--- src/rtl/wait_sched_pkg.sv ---
// Shared types for the wait scheduler: wake causes and per-slot FSM states.
package wait_sched_pkg;

  typedef enum logic [1:0] {
    CauseEdge      = 2'd0,
    CauseEvent     = 2'd1,
    CauseTimeout   = 2'd2,
    CauseImmediate = 2'd3
  } cause_e;

  typedef enum logic [1:0] {
    StIdle  = 2'd0,
    StWait  = 2'd1,
    StReady = 2'd2
  } slot_state_e;

endpackage

--- src/rtl/wait_sched_slot.sv ---
// One waiter slot: sensitivity masks, match logic, IDLE/WAIT/READY FSM.
// Optional per-slot timeout down-counter under WAIT_SCHED_TIMEOUT_EN.
module wait_sched_slot
  import wait_sched_pkg::*;
#(
  parameter int unsigned NSIG = 4,
  parameter int unsigned NEVT = 2
`ifdef WAIT_SCHED_TIMEOUT_EN
  ,
  parameter int unsigned TW   = 8
`endif
) (
  input  logic            clk,
  input  logic            rst_n,
  input  logic            arm_i,
  input  logic [NSIG-1:0] pos_i,
  input  logic [NSIG-1:0] neg_i,
  input  logic [NEVT-1:0] evt_i,
`ifdef WAIT_SCHED_TIMEOUT_EN
  input  logic [TW-1:0]   timeout_i,
`endif
  input  logic [NSIG-1:0] rise_i,
  input  logic [NSIG-1:0] fall_i,
  input  logic [NEVT-1:0] evt_trig_i,
  input  logic            release_i,
  output logic            idle_o,
  output logic            ready_o,
  output cause_e          cause_o
);

  slot_state_e     state_q, state_d;
  cause_e          cause_q, cause_d;
  logic [NSIG-1:0] pos_q, neg_q;
  logic [NEVT-1:0] evt_q;
  logic            edge_hit, evt_hit, tmo_hit, arm_tmo_zero, arm_imm;

  assign edge_hit = |(pos_q & rise_i) | |(neg_q & fall_i);
  assign evt_hit  = |(evt_q & evt_trig_i);

`ifdef WAIT_SCHED_TIMEOUT_EN
  logic [TW-1:0] tmr_q, tmr_d;

  // Zero means "no timeout", so only a count of one expires on this edge.
  assign tmo_hit      = (tmr_q == TW'(1));
  assign arm_tmo_zero = (timeout_i == '0);

  always_comb begin
    tmr_d = tmr_q;
    if (state_q == StIdle && arm_i) begin
      tmr_d = timeout_i;
    end else if (state_q == StWait && tmr_q != '0) begin
      tmr_d = tmr_q - TW'(1);
    end
  end

  always_ff @(posedge clk) begin
    if (!rst_n) tmr_q <= '0;
    else        tmr_q <= tmr_d;
  end
`else
  assign tmo_hit      = 1'b0;
  assign arm_tmo_zero = 1'b1;
`endif

  assign arm_imm = ~|pos_i & ~|neg_i & ~|evt_i & arm_tmo_zero;

  always_ff @(posedge clk) begin
    if (!rst_n) begin
      pos_q <= '0;
      neg_q <= '0;
      evt_q <= '0;
    end else if (arm_i && state_q == StIdle) begin
      pos_q <= pos_i;
      neg_q <= neg_i;
      evt_q <= evt_i;
    end
  end

  always_ff @(posedge clk) begin
    if (!rst_n) begin
      state_q <= StIdle;
      cause_q <= CauseEdge;
    end else begin
      state_q <= state_d;
      cause_q <= cause_d;
    end
  end

  always_comb begin
    state_d = state_q;
    cause_d = cause_q;
    case (state_q)
      StIdle: begin
        if (arm_i) begin
          if (arm_imm) begin
            state_d = StReady;
            cause_d = CauseImmediate;
          end else begin
            state_d = StWait;
          end
        end
      end
      StWait: begin
        // Edge beats event beats timeout when they coincide.
        if (edge_hit) begin
          state_d = StReady;
          cause_d = CauseEdge;
        end else if (evt_hit) begin
          state_d = StReady;
          cause_d = CauseEvent;
        end else if (tmo_hit) begin
          state_d = StReady;
          cause_d = CauseTimeout;
        end
      end
      StReady: begin
        if (release_i) state_d = StIdle;
      end
      default: state_d = StIdle;
    endcase
  end

  always_comb begin
    idle_o  = (state_q == StIdle);
    ready_o = (state_q == StReady);
    cause_o = cause_q;
  end

endmodule

--- src/rtl/wait_sched.sv ---
// Wait scheduler top: edge detection, NSLOT waiter slots, round-robin resume arbiter
// with grant lock. Timeout support is enabled by defining WAIT_SCHED_TIMEOUT_EN.
module wait_sched
  import wait_sched_pkg::*;
#(
  parameter int unsigned NSIG  = 4,
  parameter int unsigned NEVT  = 2,
  parameter int unsigned NSLOT = 4,
  parameter int unsigned TW    = 8,
  localparam int unsigned SW   = $clog2(NSLOT)
) (
  input  logic             clk,
  input  logic             rst_n,
  input  logic [NSIG-1:0]  sig_i,
  input  logic [NEVT-1:0]  evt_trig_i,
  input  logic             arm_valid_i,
  output logic             arm_ready_o,
  input  logic [SW-1:0]    arm_slot_i,
  input  logic [NSIG-1:0]  arm_pos_i,
  input  logic [NSIG-1:0]  arm_neg_i,
  input  logic [NEVT-1:0]  arm_evt_i,
`ifdef WAIT_SCHED_TIMEOUT_EN
  input  logic [TW-1:0]    arm_timeout_i,
`endif
  output logic             res_valid_o,
  input  logic             res_ready_i,
  output logic [SW-1:0]    res_slot_o,
  output logic [1:0]       res_cause_o,
  output logic [NSLOT-1:0] busy_o
);

  if (NSLOT < 2 || (NSLOT & (NSLOT - 1)) != 0 || TW == 0) begin : g_param_check
    $error("wait_sched: NSLOT must be a power of two >= 2 and TW nonzero");
  end

  logic [NSIG-1:0]  sig_q, rise, fall;
  logic [NSLOT-1:0] slot_idle, slot_ready;
  cause_e           slot_cause [NSLOT];
  logic             arm_hs, res_hs, found;
  logic [SW-1:0]    rr_q, lock_slot_q, pick, grant, idx;
  logic             lock_q;

  // Tracks sig_i even in reset so release never sees a stale edge.
  always_ff @(posedge clk) sig_q <= sig_i;

  assign rise = sig_i & ~sig_q;
  assign fall = ~sig_i & sig_q;

  assign arm_ready_o = slot_idle[arm_slot_i];
  assign arm_hs      = arm_valid_i & arm_ready_o;
  assign busy_o      = ~slot_idle;

  for (genvar g = 0; g < NSLOT; g++) begin : g_slot
    wait_sched_slot #(
      .NSIG (NSIG),
      .NEVT (NEVT)
`ifdef WAIT_SCHED_TIMEOUT_EN
      ,
      .TW   (TW)
`endif
    ) u_slot (
      .clk        (clk),
      .rst_n      (rst_n),
      .arm_i      (arm_hs && arm_slot_i == SW'(g)),
      .pos_i      (arm_pos_i),
      .neg_i      (arm_neg_i),
      .evt_i      (arm_evt_i),
`ifdef WAIT_SCHED_TIMEOUT_EN
      .timeout_i  (arm_timeout_i),
`endif
      .rise_i     (rise),
      .fall_i     (fall),
      .evt_trig_i (evt_trig_i),
      .release_i  (res_hs && res_slot_o == SW'(g)),
      .idle_o     (slot_idle[g]),
      .ready_o    (slot_ready[g]),
      .cause_o    (slot_cause[g])
    );
  end

  // First READY slot at or after rr, wrapping.
  always_comb begin
    pick  = rr_q;
    found = 1'b0;
    idx   = '0;
    for (int unsigned i = 0; i < NSLOT; i++) begin
      idx = rr_q + SW'(i);
      if (!found && slot_ready[idx]) begin
        pick  = idx;
        found = 1'b1;
      end
    end
  end

  always_comb begin
    grant       = lock_q ? lock_slot_q : pick;
    res_valid_o = lock_q | found;
    res_slot_o  = res_valid_o ? grant : '0;
    res_cause_o = res_valid_o ? slot_cause[grant] : CauseEdge;
    res_hs      = res_valid_o & res_ready_i;
  end

  always_ff @(posedge clk) begin
    if (!rst_n) begin
      rr_q        <= '0;
      lock_q      <= 1'b0;
      lock_slot_q <= '0;
    end else if (res_hs) begin
      rr_q   <= grant + SW'(1);
      lock_q <= 1'b0;
    end else if (res_valid_o) begin
      lock_q      <= 1'b1;
      lock_slot_q <= grant;
    end
  end

endmodule

--- config.mk ---
export PLATFORM = sky130hd
export DESIGN_NAME = wait_sched
export DESIGN_NICKNAME = d
export VERILOG_FILES = /design/src/rtl/wait_sched_pkg.sv /design/src/rtl/wait_sched_slot.sv /design/src/rtl/wait_sched.sv
export SDC_FILE = /design/constraint.sdc
export NUM_CORES = 1
export LEC_CHECK = 0
export BUFFER_PORTS_ARGS = -buffer_cell sky130_fd_sc_hd__buf_4
export CAP_MARGIN = 20
export CORE_MARGIN = 5
export CORE_UTILIZATION = 53
export CTS_CLUSTER_DIAMETER = 200
export DETAILED_ROUTE_END_ITERATION = 10
export PLACE_DENSITY = 0.75
export SLEW_MARGIN = 20
export SYNTH_ARGS = -nofsm -noshare
export SYNTH_HDL_FRONTEND = slang
export SYNTH_HIERARCHICAL = 1
export SYNTH_SLANG_ARGS = --single-unit
export TNS_END_PERCENT = 20
--- constraint.sdc ---
create_clock -name clk -period 2.25 [get_ports clk]
set_input_delay 0.45 -clock clk [delete_from_list [all_inputs] [get_ports clk]]
set_output_delay 0.45 -clock clk [all_outputs]
set_load 0.01 [all_outputs]
* Yosys cells after proc, flatten, opt, wreduce, memory -nomap -nowiden
Index checks and enable logic that the tools add are counted.
** Cells by class
- Order comparisons :: 6
- Add/sub/neg operators :: 4
- Equality and inequality tests :: 30
- Reduce and logical (&&, ||, !) cells :: 56
- Bitwise operators :: 29
- Muxes and demuxes :: 61
** Operators by type and width (count)
- 2-bit two-way mux :: 38
- 4-bit AND :: 10
- 4-bit OR reduction :: 10
- 2-bit case mux with 3 select lines :: 4
- 2-bit equality test, second input constant :: 8
- 2-bit by 1-bit != test with 1-bit output, second input constant :: 8
- 2-bit case mux with 2 select lines :: 4
- 4-bit AND reduction :: 4
- 1-bit logical AND :: 15
- 2-bit by 3-bit less-than comparator with 1-bit output, second input constant :: 5
- 2-bit by 1-bit equality test with 1-bit output, second input constant :: 6
- 2-bit zero test :: 6
- 3-bit by 1-bit != test with 1-bit output, second input constant :: 4
- 4-bit NOT :: 3
- 3-bit AND reduction :: 4
- 2-bit OR reduction :: 6
- 1-bit binary-select mux with 2-bit select :: 5
- 1-bit two-way mux :: 9
- 2-bit AND :: 4
- 2-bit != test, second input constant :: 4
- 2-bit nonzero test :: 4
- 1-bit zero test :: 6
- 1-bit OR :: 5
- 2-bit by 1-bit adder with 2-bit output, second input constant :: 2
- 7 further kinds :: 12
** Storage, ports and cells
- Input bits :: 22
- Logic and storage cells :: 210
- Output and inout bits :: 10
- Register bits :: 65

* Logic depth before layout (Yosys ltp)
Gate-level depths: netlist of the first run.
- Depth in word-level cells :: 19
- Gate-level depth with buffers :: 9
- Mapped depth without buffers :: 9

* Hierarchy
The synthesis of the first run kept the hierarchy.
** Modules (own cells, without submodules)
- wait_sched_slot :: times used 4, seq. area each 280.3 um2, cells each 74, area each 620.6 um2
- wait_sched :: times used 1, seq. area each 180.2 um2, cells each 92, area each 827.0 um2

* Worst setup path after synthesis of the first run
No wires, ideal clock.
- Kind :: reg2out
- Start :: register g_slot[3].u_slot.state_q[1]
- End :: output res_cause_o[0]
- Path slack :: -204 ps
- Required time :: 1800 ps
- Path buffers :: 0
- Arrival :: 2004 ps
- Cell stages (with the launch flop) :: 8
- Cell sequence :: dfxtp_1 inv_1 nor2_1 nand2_2 a2111oi_2 a211o_2 mux4_2 nor2b_4
** Between the ends
- Cells in the longest elaborated chain, start to end :: 19
- Elaborated cells between the ends (all ways) :: 29
- Classes of those cells :: 1 x eq/ne; 20 x mux; 2 x bitwise; 6 x reduce/logical
** Ends and longest elaborated chain
- from (decl) :: RTL line wait_sched_slot.sv:31 : slot_state_e state_q, state_d;
- from (signal assigned) :: RTL line wait_sched_slot.sv:81 : state_q <= StIdle;
- from (signal assigned) :: RTL line wait_sched_slot.sv:84 : state_q <= state_d;
- 2-bit equality test (*) :: RTL line wait_sched_slot.sv:125 : ready_o = (state_q == StReady);
- named net slot_ready[3] :: RTL line wait_sched.sv:37 : logic [NSLOT-1:0] slot_idle, slot_ready;
- 1-bit binary-select mux with 2-bit select :: RTL line wait_sched.sv:88 : if (!found && slot_ready[idx]) begin
- 1-bit two-way mux (not written as such) :: RTL line wait_sched.sv:88
- 1-bit two-way mux :: RTL line wait_sched.sv:88
- 1-bit zero test :: RTL line wait_sched.sv:88
- 1-bit logical AND :: RTL line wait_sched.sv:88
- 1-bit two-way mux :: RTL line wait_sched.sv:88
- (+3 left out)
- 1-bit zero test :: RTL line wait_sched.sv:88
- 1-bit logical AND :: RTL line wait_sched.sv:88
- 2-bit two-way mux :: RTL line wait_sched.sv:88
- 2-bit two-way mux :: RTL line wait_sched.sv:96 : grant = lock_q ? lock_slot_q : pick;
- 2-bit NOT with 3-bit output (not written as such) :: RTL line wait_sched.sv:99 : res_cause_o = res_valid_o ? slot_cause[grant] : CauseEdge;
- 2-bit binary-select mux with 2-bit select :: RTL line wait_sched.sv:99
- 2-bit two-way mux (not written as such) (2 in a row) :: RTL line wait_sched.sv:99
- 2-bit two-way mux (*) :: RTL line wait_sched.sv:99
- to (decl) :: RTL line wait_sched.sv:28 : output logic [1:0] res_cause_o,
Mark *: on every way through the listed nets, which the timed path passes. The rest lies on a longest branch. The select of a mux whose other input is x is not followed.

* Worst setup path in the final report of the first run
- Start :: register g_slot[3].u_slot.state_q[1]
- End :: output res_cause_o[1]
The elaborated chain is that of the path after synthesis.

==> results of run 1 <==
[cell type report]
type,count,area share [%]
tap,75,2.278
inverter,13,1.184
sequential,65,31.79
clock inverter,6,2.247
multi-input combinational,295,46.92
timing repair buffer,66,12.48
clock buffer,10,3.097
[worst max-delay path by stage]
stage | from | end | slack [ps] | depth (start not counted)
detailed placement | g_slot[3].u_slot/state_q[1] | res_cause_o[1] | -180 | 8
floorplan | g_slot[0].u_slot/state_q[1] | res_cause_o[0] | 20 | 7
CTS | g_slot[3].u_slot/state_q[1] | res_cause_o[1] | -460 | 8
finish | g_slot[3].u_slot/state_q[1] | res_cause_o[1] | -490 | 8
global placement | g_slot[3].u_slot/state_q[1] | res_cause_o[1] | -90 | 8
global route | g_slot[3].u_slot/state_q[1] | res_cause_o[0] | -580 | 8
[timing repair]
item / CTS / global route
endpoints found under the setup margin: 5 / 14
setup buffers: 2 / 0
hold endpoints to repair: 0 / 0
pin swaps: 6 / 3
gates resized for setup: 13 / 6
[metrics by stage]
step                TNS [ps]  std cells  power, µW
floorplan                  0        388       1960
global placement      -175.8        512       2360
detailed placement    -358.9        512       2391
CTS                    -1921        530       3565
global route           -2588        530       3761
finish                 -2051        530       3581
[cell usage after synthesis (7+ instances only)]
library cell               count  area (µm²)
sky130_fd_sc_hd__nor3_1        7       35.03
sky130_fd_sc_hd__and2_1       10       62.56
sky130_fd_sc_hd__nand3_1       8       40.04
sky130_fd_sc_hd__nand2_1      91       341.6
sky130_fd_sc_hd__nand2b_1      8       50.05
sky130_fd_sc_hd__nor2b_1      10       62.56
sky130_fd_sc_hd__dfxtp_1      65        1301
sky130_fd_sc_hd__a22oi_1      16       120.1
sky130_fd_sc_hd__nor4_1       10       62.56
sky130_fd_sc_hd__o211a_1       8       80.08
sky130_fd_sc_hd__nor2_1       25       93.84
sky130_fd_sc_hd__inv_1        13       48.80
sky130_fd_sc_hd__buf_2         8       40.04
sky130_fd_sc_hd__o21a_1        9       67.56
sky130_fd_sc_hd__a21boi_0     40       300.3
[worst max-delay path: stages, from the launching register on]
cell and delay [ps]:
sky130_fd_sc_hd__dfxtp_2 330, sky130_fd_sc_hd__inv_2 50, sky130_fd_sc_hd__nor2_4 170, sky130_fd_sc_hd__nand2_2 110, sky130_fd_sc_hd__a2111oi_4 320, sky130_fd_sc_hd__a211o_2 200, sky130_fd_sc_hd__mux4_2 510, sky130_fd_sc_hd__nor2b_4 140
sky130_fd_sc_hd__buf_6 110
[layer usage]
layer | wire (µm) | track usage, %
met5 | 0 | 0
met4 | 187 | 9.743
met2 | 4151 | 38.26
met3 | 666 | 6.083
met1 | 4074 | 33.94
[flip-flops by register name (all words and copies together) (netlist names), 2 cells and up]
register / cells
lock_slot_q: 2
g_slot.u_slot/pos_q: 16
g_slot.u_slot/cause_o: 8
sig_q: 4
g_slot.u_slot/evt_q: 8
rr_q: 2
g_slot.u_slot/state_q: 8
g_slot.u_slot/neg_q: 16
[kinds of logic after synthesis]
kind of cell    synth area share [%]
mux                            3.025
xor+xnor                      0.2647
flops                          39.32
buf+inv                        4.159
simple gates                   26.65
compound gates                 26.58
[report_power, final]
| part | internal (µW) | switching, µW | leakage (µW) |
|---|---|---|---|
| registers | 1240 | 79.9 | 0.000532 |
| logic | 586 | 581 | 0.00102 |
| clock network | 627 | 469 | 0.000103 |
==> metrics list, run 1 <==
* Fraction of the cycle the final worst path needs: 121.7%
* Rel. slew slack: 65.23%
* Clock transition at the registers of the reported paths: 70 ps
- Dominant synthesized flop cell: sky130_fd_sc_hd__dfxtp_1
- Antenna Diode Count: 0
* Core area: 5991 µm²
* Post-Syn Instances: 388
- Post-route DRC: 0
- Most common cell after layout, fill and taps aside: sky130_fd_sc_hd__nand2_1
- For this design the ratio of total power to cell area is 869.1 nW/µm².
- Worst Path Required: 1800 ps
* Area growth syn-to-layout: 24.50%
- The number of max-slew violations in the final report was 0.
* Worst Hold Depth: 1
- The number of hold buffers added after CTS was 0.
- Port Buffers: 31
* Register area share after synthesis: 39.32%
- When the netlist entered floorplanning its net count stood at 410.
- TritonCTS built the clock tree.
- Layout filler cell count: 476
- The tightest hold path in the finished design has a slack of 210.7 ps.
* Max Fclk: 0.3651 GHz
* Clock Tree Root: sky130_fd_sc_hd__clkbuf_8
* Number of antenna violations at the first check in global routing: 0
* Leak: 0.001657 µW
- Clock latency reported for the late side of the worst-skew pair: 350 ps
- The H-tree was split into 3 levels.
* Routability congestion estimate: 0.9114
- Setup slack on the worst reg-to-reg path comes out at 100 ps.
* Start of the worst register-to-register path: g_slot[1].u_slot/state_q[1]
- R2R Path End: g_slot[0].u_slot/state_q[1]
- The via count of the first global-routing pass was 3,101.
- The die is 89.02 µm tall.
- Congestion Overflow GR: 0
- Routed WL: 9079 µm
* Hold path startpoint: sig_i[2]
- Die extent in x: 89.02 µm
- For the pin with the worst max-slew slack, the measured transition is 521.5 ps.
- Synth warnings: 6
* Drt wl/cell: 17.13 µm
- Across the run, the number of max-cap violations was 0.
* Post-place instance area: 3830 µm²
* Failing checks: setup timing
* Final hold vios: 0
- In this run the worst path has a maximum fanout of 6.
- VDD sags by at most 0.001060 V.
- Worst Skew: 6.727 ps
- The worst setup path is of the flop to output pin kind.
- Of all flip-flops after synthesis, the portion carrying an async set or reset was 0%.
- No sink is reached through more buffers than the 2 on the longest clock path.
- After synthesis, the mean cell area works out to 8.529 µm².
* Detailed-routing iteration count for the pre-antenna-repair pass: 5
- Prior to clock tree synthesis, the placed netlist has a worst setup slack of -177.5 ps.
* Element type at the critical path end: output pin
- # IOs: 32
* Result of the run: finished, violations left
* Depth of the most critical reg-to-reg path: 12
* Number of enable-type register cells in the synthesized netlist: 0
- For this configuration, the core starts out at a cell density of 55.24%.
- Maximum number of pins on one net before global-route repair: 62
- Min cycle time layout: 2739 ps
- Global routing used 24.95% of the available tracks across all layers.
* Setup repair after global routing missed its margin: yes
- Once layout is done, the placed cells without fillers occupy 4120 µm².
- First-pass GRT wire length: 14,920 µm
- After synthesis the cells add up to 3309 µm².
- Post-route antenna net violation count: 0
- In the final layout, the share of cells above drive strength 1 is 27.03%.
* Setup WS post-layout: -488.7 ps
- Yosys mapped the design onto 48 distinct sky130hd cell types.
- For the worst setup path, the data arrival time is 2290 ps.
- Final setup vio count: 5
- Starting DRT DRC Count: 244
- In the routed layout, each cell is associated on average with a via count of 5.938.
- In the final layout, the multi-input gates occupy 1933 µm².
- Leaving out fill and tap cells, the most frequent cells in the layout are sky130_fd_sc_hd__nand2_1 (91), sky130_fd_sc_hd__buf_4 (61), sky130_fd_sc_hd__dfxtp_1 (58).
* TritonCTS sink count: 65
- The path with the worst hold slack has its endpoint at sig_q[2].
- The detailed router placed 3,147 vias in this run.
- In this run the worst hold path is classified as primary input to flop.
* Storage cell area: 1310 µm²
- Counting flops and latches in the post-synthesis netlist gives 65.
- Post-route core utilization: 68.78%
- The die covers 7925 µm².
- Number of placement rows: 28
- The number of clock buffers added by TritonCTS is 9.
- The worst setup path is launched from a flop.
- HPWL after detailed placement: 6527 µm
- The net count of the finished layout is 472.
(Power assumes the default switching activity.)
==> run 2, diff against run 1 <==
==> constraint.sdc (replaced) <==
create_clock -name clk -period 2.25 [get_ports clk]
set_input_delay 0.225 -clock clk [delete_from_list [all_inputs] [get_ports clk]]
set_output_delay 0.225 -clock clk [all_outputs]
set_load 0.01 [all_outputs]
==> run 2 against run 1 <==
Net effect: the flow still finishes with violations (setup timing); cell area down 1.4%; fmax increased by 9.3%; final cell count is 0.75% lower; clock power shrank 21%; critical path type unchanged; largest cell class unchanged; highest routed layer unchanged.
==> metrics list, run 2 (same netlist as run 1, synthesis figures left out) <==
- Result of the run: finished, violations left (unchanged)
- Failing checks: setup timing (unchanged).
* Post-route cell area: 4064 µm² (was 4120 µm²)
- Power density over cell area: 797.2 nW/µm² (was 869.1 nW/µm²)
* Rel. slew slack: 62.31% (was 65.23%)
* TritonCTS sink count: 65 (unchanged)
- The number of rows in the core area is 28 (unchanged).
* HPWL after detailed placement: 6387 µm (was 6527 µm)
- Portion of total power attributed to combinational logic: 32.7% (was 32.6%)
- Class of the tightest hold or removal check: primary input to flop (unchanged)
* Type of the worst setup path: flop to output pin (unchanged)
* Maximum fanout along the worst path: 5 (was 6)
- The number of antenna violations at the first check in global routing was 0 (unchanged).
* Layout cell share with drive strength beyond 1: 24.61% (was 27.03%)
* Post-route core utilization: 67.84% (was 68.78%)
- The internal power came to 2162 µW (was 2450 µW).
- First-pass GRT wire length: 14,770 µm (was 14,920 µm)
- The time the worst path needs with I/O delays and setup is 2505 ps (was 2739 ps).
- Setup repair after global routing missed its margin: yes (unchanged).
- The initial cell density of the core came to 55.24% (unchanged).
* Congestion Overflow GR: 0 (unchanged)
* Worst-case clock buffer depth: 2 (unchanged)
* Antenna Diode Count: 0 (unchanged)
- Element type at the critical path end: output pin (unchanged)
- The flop-to-flop setup slack came to 100 ps (about the same).
- The leakage power was 0.001619 µW (was 0.001657 µW).
- Total clock buffers created by CTS: 9 (unchanged)
- End point of the worst hold path: lock_q (was sig_q[2])
* Clock Tree Root: sky130_fd_sc_hd__clkbuf_8 (unchanged)
- Height of the chip: 89.02 µm (unchanged)
- Tot GR Track Use: 24.38% (was 24.95%)
* Startpoint type of the worst setup path: flop (unchanged)
* Core area: 5991 µm² (unchanged)
- Transition at the pin with the smallest max-transition slack: 562.0 ps (was 521.5 ps)
- Port Buffers: 31 (unchanged)
- The mean routed wirelength per cell is 16.96 µm (was 17.13 µm).
* Number of max-cap violations: 0 (unchanged)
- The clock transition at the registers of the reported paths is 70 ps (about the same).
- The count of vias placed by the detailed router is 3,108 (was 3,147).
- The number of DRC markers in iteration 0 came to 295 (was 244).
* # IOs: 32 (unchanged)
- Post-route worst hold slack: 114.5 ps (was 210.7 ps)
- Detailed-routing iteration count for the pre-antenna-repair pass: 5 (unchanged)
* Leading registers by flop count: g_slot.u_slot/neg_q x16, g_slot.u_slot/pos_q x16 (unchanged)
* Leading cell types in the layout, fill and taps excluded: sky130_fd_sc_hd__nand2_1 (91), sky130_fd_sc_hd__dfxtp_1 (60), sky130_fd_sc_hd__buf_4 (54) (was sky130_fd_sc_hd__nand2_1 (91), sky130_fd_sc_hd__buf_4 (61), sky130_fd_sc_hd__dfxtp_1 (58))
- The post-route clock skew was 9.920 ps (was 6.727 ps).
* Most common cell after layout, fill and taps aside: sky130_fd_sc_hd__nand2_1 (unchanged)
* Number of vias per cell after detailed routing: 5.909 (was 5.938)
* Worst Hold Depth: 2 (was 1)
- The routed wire length was 8923 µm (was 9079 µm).
- Setup TNS: -933.8 ps (was -2051 ps)
- R2R Path End: g_slot[2].u_slot/state_q[1] (was g_slot[0].u_slot/state_q[1])
- Final setup vio count: 5 (unchanged)
* Layout filler cell count: 494 (was 476)
- The number of max-slew violations in the final report came to 0 (unchanged).
* H-tree depth: 3 (unchanged)
- Routability congestion estimate: 0.9311 (was 0.9114)
* Switching share of power: 33.25% (was 31.57%)
* Fraction of the cycle the final worst path needs: 111.3% (was 121.7%)
- Area growth syn-to-layout: 22.80% (was 24.50%)
* Post-route DRC: 0 (unchanged)
- The data arrival time of the critical path was 2280 ps (was 2290 ps).
* Max IR drop VDD: 0.0006381 V (was 0.001060 V)
* Final #Nets: 469 (was 472)
- Fraction of power consumed by the clock network: 26.8% (was 30.6%)
- Clock tree from TritonCTS: yes (unchanged)
- The required time at the worst-slack endpoint came to 2030 ps (was 1800 ps).
* Post-route antenna net violation count: 0 (unchanged)
- Hold path startpoint: res_ready_i (was sig_i[2])
* Depth of the most critical reg-to-reg path: 12 (unchanged)
* Sw Pwr: 1077 µW (was 1130 µW)
- The smallest setup slack after layout came to -254.6 ps (was -488.7 ps).
- Final hold vios: 0 (unchanged)
- Post-place instance area: 3705 µm² (was 3830 µm²)
* Part of the total power dissipated in sequential elements: 40.5% (was 36.8%)
- Clock latency reported for the late side of the worst-skew pair: 340 ps (was 350 ps)
* Overall die area: 7925 µm² (unchanged)
- Die extent in x: 89.02 µm (unchanged)
- The highest achievable clock rate was 0.3993 GHz (was 0.3651 GHz).
* Maximum number of pins on one net before global-route repair: 62 (unchanged)
- Number of global-route vias before repair: 3,001 (was 3,101)
- The worst reg2reg path startpoint is g_slot[1].u_slot/state_q[1] (unchanged).
-- run 2: changes by cell type in the layout (fill, tap and decap cells not counted), moves of 2 or more --
| cell | before | now |
|---|---|---|
| sky130_fd_sc_hd__buf_4 | 61 | 54 |
| sky130_fd_sc_hd__clkinv_4 | 2 | 0 |
| sky130_fd_sc_hd__dfxtp_2 | 7 | 5 |
| sky130_fd_sc_hd__bufinv_16 | 2 | 0 |
| sky130_fd_sc_hd__dfxtp_1 | 58 | 60 |
| sky130_fd_sc_hd__dlygate4sd3_1 | 0 | 4 |
-- run 2: area by class of cell --
class                      instances  area (µm²)  area share (%)
inverter                          13       48.80           1.201
clock buffer                      11       141.4           3.479
clock inverter                     4       28.78          0.7081
multi-input combinational        295        1942           47.78
tap                               75       93.84           2.309
timing repair buffer              63       501.7           12.35
sequential                        65        1308           32.17
-- run 2: power groups by stage --
stage | Combinational, µW | Sequential, µW | Clock (µW)
6_report | 1060 | 1310 | 869
5_1_grt | 1140 | 1320 | 941
4_1_cts | 984 | 1310 | 883
3_5_place_dp | 952 | 1320 | 0
3_3_place_gp | 929 | 1320 | 0
2_1_floorplan | 652 | 1290 | 0
-- run 2: what timing repair did --
item / 4_1_cts / 5_1_grt
endpoints found under the setup margin: 7 / 8
endpoints found under the hold margin: 4 / 0
buffers inserted: 2 / 5
hold buffers: 4 / 0
resized for setup: 21 / 7
pin swaps: 4 / 7
gates cloned: 0 / 0
-- run 2: critical path, cell delays in order (launching register included) --
cell and delay [ps]:
sky130_fd_sc_hd__dfxtp_2 350, sky130_fd_sc_hd__inv_2 50, sky130_fd_sc_hd__nor2_4 170, sky130_fd_sc_hd__buf_6 130, sky130_fd_sc_hd__or2_1 90, sky130_fd_sc_hd__a21oi_1 100
sky130_fd_sc_hd__o41ai_4 410, sky130_fd_sc_hd__mux4_2 360, sky130_fd_sc_hd__nor2b_4 150, sky130_fd_sc_hd__buf_6 130
-- run 2: worst max-delay path by stage --
stage	start	cells after the start	endpoint
floorplan	g_slot[3].u_slot/state_q[1]	7	res_cause_o[0]
global placement	g_slot[3].u_slot/state_q[1]	8	res_cause_o[0]
detailed placement	g_slot[3].u_slot/state_q[1]	8	res_cause_o[1]
CTS	g_slot[3].u_slot/state_q[1]	8	res_cause_o[1]
global route	g_slot[3].u_slot/state_q[1]	8	res_cause_o[1]
finish	g_slot[1].u_slot/state_q[1]	9	res_cause_o[1]
-- run 2: metrics by stage --
step                      power, µW  worst slack, ps  instances
after global routing           3405           -335.6        526
final                          3240           -254.6        526
after detailed placement       2277           -166.0        500
after CTS                      3173           -307.3        521
after global placement         2249           -99.32        500
after floorplan                1945            20.67        388
-- run 2: metal layers --
layer,routed length [µm],track usage (%),share of wire [%]
met1,4307,35.21,48
met2,3937,36.37,44
met3,521,3.963,5.8
met4,156,9.608,1.7
met5,0,0,0
